File: config.mk
export PLATFORM = sky130hd
export DESIGN_NAME = gol_frame_serializer
export DESIGN_NICKNAME = d
export VERILOG_FILES = /design/src/rtl/gol_pkg.sv /design/src/rtl/gol_frame_serializer.sv
export SDC_FILE = /design/constraint.sdc
export NUM_CORES = 1
export LEC_CHECK = 0
export CAP_MARGIN = 20
export CORE_AREA = 2 2 90 92
export DETAILED_ROUTE_END_ITERATION = 10
export DIE_AREA = 0 0 92 94
export PLACE_DENSITY = 0.79
export SYNTH_ARGS = -nofsm -noshare
export SYNTH_HDL_FRONTEND = slang
export SYNTH_SLANG_ARGS = --single-unit
File: constraint.sdc
create_clock -name clk -period 2 [get_ports clk]
set_input_delay 0.2 -clock clk [delete_from_list [all_inputs] [get_ports clk]]
set_output_delay 0.2 -clock clk [all_outputs]
set_load 0.005 [all_outputs]
File: src/rtl/gol_pkg.sv
// Shared constants and types for the Game of Life board dump path.
package gol_pkg;

  localparam int unsigned GOL_ROWS = 8;
  localparam int unsigned GOL_COLS = 8;

  localparam logic [7:0] ASCII_ZERO = 8'h30;
  localparam logic [7:0] ASCII_ONE  = 8'h31;
  localparam logic [7:0] ASCII_LF   = 8'h0A;

  typedef enum logic [1:0] {
    IDLE     = 2'd0,
    ROW_BITS = 2'd1,
    ROW_NL   = 2'd2,
    FRAME_NL = 2'd3
  } ser_state_e;

endpackage

File: src/rtl/gol_frame_serializer.sv
// Captures one board generation on a strobe and streams it as ASCII rows of
// '0'/'1' characters, each row ended by LF, with an extra LF closing the frame.
module gol_frame_serializer
  import gol_pkg::*;
#(
  parameter int unsigned ROWS       = GOL_ROWS,
  parameter int unsigned COLS       = GOL_COLS,
  parameter int unsigned DROP_CNT_W = 8
) (
  input  logic                   clk,
  input  logic                   rst,
  input  logic [ROWS*COLS-1:0]   state_i,
  input  logic                   state_valid_i,
  output logic [7:0]             tx_data_o,
  output logic                   tx_valid_o,
  input  logic                   tx_ready_i,
  output logic                   busy_o,
  output logic                   frame_done_o,
  output logic [DROP_CNT_W-1:0]  drop_cnt_o
);

  localparam int unsigned CELLS = ROWS * COLS;
  localparam int unsigned ROW_W = $clog2(ROWS);
  localparam int unsigned COL_W = $clog2(COLS);
  localparam int unsigned IDX_W = $clog2(CELLS);

  localparam logic [ROW_W-1:0] ROW_LAST = ROW_W'(ROWS - 1);
  localparam logic [COL_W-1:0] COL_LAST = COL_W'(COLS - 1);

  ser_state_e             state_q, state_d;
  logic [ROW_W-1:0]       row_q, row_d;
  logic [COL_W-1:0]       col_q, col_d;
  logic [CELLS-1:0]       shadow_q, shadow_d;
  logic                   done_q, done_d;
  logic [DROP_CNT_W-1:0]  drop_q;
  logic                   drop_inc;
  logic                   accept;
  logic [IDX_W-1:0]       cell_idx;

  // Outputs decode only registered state, so ready never reaches valid.
  assign tx_valid_o   = (state_q != IDLE);
  assign busy_o       = (state_q != IDLE);
  assign frame_done_o = done_q;
  assign drop_cnt_o   = drop_q;
  assign accept       = tx_valid_o & tx_ready_i;

  // Row 0 sits in the top COLS bits with column 0 at its MSB.
  assign cell_idx = IDX_W'(CELLS - 1) - (IDX_W'(row_q) * IDX_W'(COLS) + IDX_W'(col_q));

  always_comb begin
    tx_data_o = '0;
    case (state_q)
      ROW_BITS: tx_data_o = shadow_q[cell_idx] ? ASCII_ONE : ASCII_ZERO;
      ROW_NL,
      FRAME_NL: tx_data_o = ASCII_LF;
      default:  tx_data_o = '0;
    endcase
  end

  always_comb begin
    state_d  = state_q;
    row_d    = row_q;
    col_d    = col_q;
    shadow_d = shadow_q;
    done_d   = 1'b0;
    drop_inc = 1'b0;

    case (state_q)
      IDLE: begin
        if (state_valid_i) begin
          shadow_d = state_i;
          row_d    = '0;
          col_d    = '0;
          state_d  = ROW_BITS;
        end
      end
      ROW_BITS: begin
        drop_inc = state_valid_i;
        if (accept) begin
          if (col_q == COL_LAST) state_d = ROW_NL;
          else                   col_d   = col_q + COL_W'(1);
        end
      end
      ROW_NL: begin
        drop_inc = state_valid_i;
        if (accept) begin
          col_d = '0;
          if (row_q == ROW_LAST) begin
            state_d = FRAME_NL;
          end else begin
            row_d   = row_q + ROW_W'(1);
            state_d = ROW_BITS;
          end
        end
      end
      FRAME_NL: begin
        // The closing-LF accept cycle may chain straight into the next frame.
        drop_inc = state_valid_i & ~accept;
        if (accept) begin
          done_d = 1'b1;
          if (state_valid_i) begin
            shadow_d = state_i;
            row_d    = '0;
            col_d    = '0;
            state_d  = ROW_BITS;
          end else begin
            state_d  = IDLE;
          end
        end
      end
      default: state_d = IDLE;
    endcase
  end

  always_ff @(posedge clk) begin
    if (!rst) begin
      state_q  <= IDLE;
      row_q    <= '0;
      col_q    <= '0;
      shadow_q <= '0;
      done_q   <= 1'b0;
      drop_q   <= '0;
    end else begin
      state_q  <= state_d;
      row_q    <= row_d;
      col_q    <= col_d;
      shadow_q <= shadow_d;
      done_q   <= done_d;
      if (drop_inc && (drop_q != '1)) drop_q <= drop_q + DROP_CNT_W'(1);
    end
  end

endmodule
==> results.sh <==
export IMPL_status="finished with violations"
export IMPL_failing_checks="setup timing"
export IMPL_rsz_0062_raised_after_global_routing="true"
export IMPL_critPathKind="register to output pin"
export IMPL_postSynthRegisterBits=81
export IMPL_path_buf_inv=2
export IMPL_synth_distinct_cells=37
export IMPL_die_height_um=94
export IMPL_path_clk_slew_ns=0.08
export IMPL_drtAntennaViolNets=0
export IMPL_area_added_between_synthesis_and_finish_pct=36.8
export IMPL_grt_usage_pct=23.9
export IMPL_first_pass_grt_wire_length_um=16100
export IMPL_fp_row_count=32
export IMPL_finalWorstPathRequiredPeriod_ns=2.18
export IMPL_avgSynthCellArea_um2=8.50
export IMPL_gp_congestion=0.840
export IMPL_cts_hold_repair_buffers=0
export IMPL_drive_above_1_share_pct=16.4
export IMPL_clock_h_tree_levels=3
export IMPL_footprint_of_the_multi_input_gates_um2=2060
export IMPL_floorplan_die_width_um=92
export IMPL_grt_start_max_net_pins=59
export IMPL_final_setup_skew_ns=0.0113
export IMPL_timing_fmax_ghz=0.458
export IMPL_dpl_hpwl_um=6600
export IMPL_critPathArrivalTime_ns=1.98
export IMPL_report_power_total_mw=5.75
export IMPL_synth_edf_count=0
export IMPL_finalSetupTns_ns=-0.183
export IMPL_global_route_overflow_total=0
export IMPL_finish_net_count=616
export IMPL_synth_seq_area_share_pct=42.9
export IMPL_wl_per_cell_um=15.0
export IMPL_async_reset_ff_share_pct=0
export IMPL_maxSlewViolCount=0
export IMPL_power_leakage_nw=1.96
export IMPL_tritoncts="yes"
export IMPL_synth_main_ff_cell="dfxtp_1"
export IMPL_holdCritPathClass="primary input to register"
export IMPL_sequential_cell_area_um2=1630
export IMPL_core_area_um2=7610
export IMPL_numPortBuffers=83
export IMPL_post_route_period_util_pct=109
export IMPL_timing_critical_path_slowest_cell_delay_ns=0.52
export IMPL_tritoncts_num_sinks=81
export IMPL_cp_cell_sequence="buf_12, mux4_2, a21oi_2, a311oi_2, nand2_1, o21ai_2, buf_2"
export IMPL_clock_root_buffer="clkbuf_8"
export IMPL_vias_after_detailed_routing=3475
export IMPL_initialDrtViolationCount=199
export IMPL_path_delay_family="multiplexers"
export IMPL_clk_latency_ns=0.36
export IMPL_report_final_hold_viol_count=0
export IMPL_critPathSlowestCell="mux4_2"
export IMPL_final_setup_viol_count=1
export IMPL_cp_required_ns=1.80
export IMPL_max_cap_violations=0
export IMPL_ioPinCount=87
export IMPL_fin_cells=644
export IMPL_cts_buffer_depth=2
export IMPL_synthesis_area_um2=3780
export IMPL_number_of_antenna_violations_at_the_first_check_in_global_routing=0
export IMPL_netlist_instances=445
export IMPL_floorplan_die_area_um2=8650
export IMPL_timing_final_ws_setup_ns=-0.183
export IMPL_drt_pass1_iterations=4
export IMPL_first_global_vias=3458
export IMPL_critPathLaunchType="register"
export IMPL_ir_drop_v=0.000539
export IMPL_antenna_cells=0
export IMPL_initial_utilization_pct=49.7
export IMPL_crit_path_max_fanout=5
export IMPL_power_per_cell_area_nw_per_um2=1110
export IMPL_critical_path_endpoint_type="output pin"
export IMPL_avgViaCountPerCell=5.40
export IMPL_placed_cells_incl_taps=623
export IMPL_numCtsBuffers=9
export IMPL_holdWs_ns=0.381
export IMPL_route_final_wire_length_um=9680
export IMPL_drt_drc_violations_left=0
export IMPL_synthesis_yosys_warnings=0
export IMPL_fillCellCount=577
## worst paths after layout
check,slack (ns),end,cells past startpoint,start
setup / recovery,-0.18,tx_data_o[0],7,col_q[0]$_SDFFE_PN0P_
hold / removal,0.38,shadow_q[6]$_SDFFE_PN0P_,3,state_i[6]
setup reg to reg,0.06,col_q[0]$_SDFFE_PN0P_,9,col_q[0]$_SDFFE_PN0P_
hold reg to reg,0.46,shadow_q[53]$_SDFFE_PN0P_,2,shadow_q[53]$_SDFFE_PN0P_
## logic make-up after synthesis
family                   Yosys count  synth area share [%]
other                              1                0.0992
buffers and inverters             39                  5.03
XOR/XNOR                           2                 0.463
AND/OR/NAND/NOR                  192                  21.8
multiplexers                      27                  12.4
AO/OA/AOI/OAI                     92                  13.6
flip-flops                        81                  42.9
adder cells (fa/ha/maj)           11                  3.64
## Yosys cell counts, types with 3 or more instances
library cell	instances	area, um^2
nand2_1	144	541
dfxtp_1	81	1620
inv_1	3	11.3
buf_2	5	25.0
mux4_2	16	360
nand4_1	7	43.8
clkbuf_1	16	60.1
nand3b_1	3	22.5
nand3_1	4	20.0
mux2i_1	11	110
nor2_1	10	37.5
buf_1	5	18.8
nor2b_1	6	37.5
and2_1	4	25.0
ha_1	11	138
nand2b_1	7	43.8
a22oi_1	4	30.0
a21oi_1	74	370
o21ai_1	5	25.0
buf_4	6	45.0
## flip-flops by register name (all words and copies together), names as in the netlist
name,flops
shadow_q,64
drop_cnt_o,8
col_q,3
row_q,3
state_q,2
frame_done_o,1
## cells in the final DEF, fill, tap and decap left out, drive strengths merged, types with 2 or more instances in the layout
| cell | n |
|---|---|
| xnor2 | 2 |
| nand2 | 144 |
| clkdlybuf4s50 | 82 |
| a21oi | 74 |
| and3 | 4 |
| nand3 | 4 |
| buf | 31 |
| and2 | 4 |
| dfxtp | 81 |
| nand4 | 7 |
| nor2b | 6 |
| nor2 | 10 |
| clkinvlp | 2 |
| inv | 6 |
| a311oi | 3 |
| nand3b | 3 |
| nand2b | 7 |
| mux4 | 16 |
| bufinv | 2 |
| clkbuf | 10 |
| mux2i | 11 |
| conb | 3 |
| o21ai | 6 |
| a22oi | 4 |
| ha | 11 |
## timing repair
action	in CTS	in global routing
setup endpoints to repair	6	28
buffers inserted	3	2
cloned	2	0
pin swaps	6	7
resized for setup	21	12
## cell type report
type	instances	area share (%)
Tap cell	102	2.47
Sequential cell	81	31.6
Clock buffer	10	2.66
Timing Repair Buffer	113	21.4
Multi-Input combinational cell	327	39.9
Clock inverter	6	1.72
Inverter	5	0.363
## power by group
group	total, mW	switching (mW)	internal, mW	leakage (nW)
clock	1.35	0.608	0.739	0.109
combinational	2.26	1.17	1.09	1.18
sequential	2.15	0.230	1.92	0.665
## worst register-to-register path: stages (launching register included)
cell     delay, ns
dfxtp_4       0.38
buf_6         0.14
buf_4         0.15
ha_1          0.19
ha_2          0.20
nor3b_4       0.26
nor2_2        0.06
a31o_1        0.23
a21oi_2       0.16
nor2_1        0.05
## per-stage QoR
step,area [um^2],util (%),setup slack (ns)
global route,5170,68.0,-0.294
floorplan,3790,-,0.228
detailed placement,4790,63.0,-0.191
CTS,5150,67.7,-0.222
finish,5170,68.0,-0.183
global placement,4790,63.0,-0.132
## metal layers
layer	up-vias	global-route usage (%)	wire (um)
met4	0	11.4	219
met3	27	4.41	542
met2	136	41.4	4850
met1	1614	28.6	4060
met5	-	0	0
li1	1698	-	-
Power figures use the tool's default switching activity.
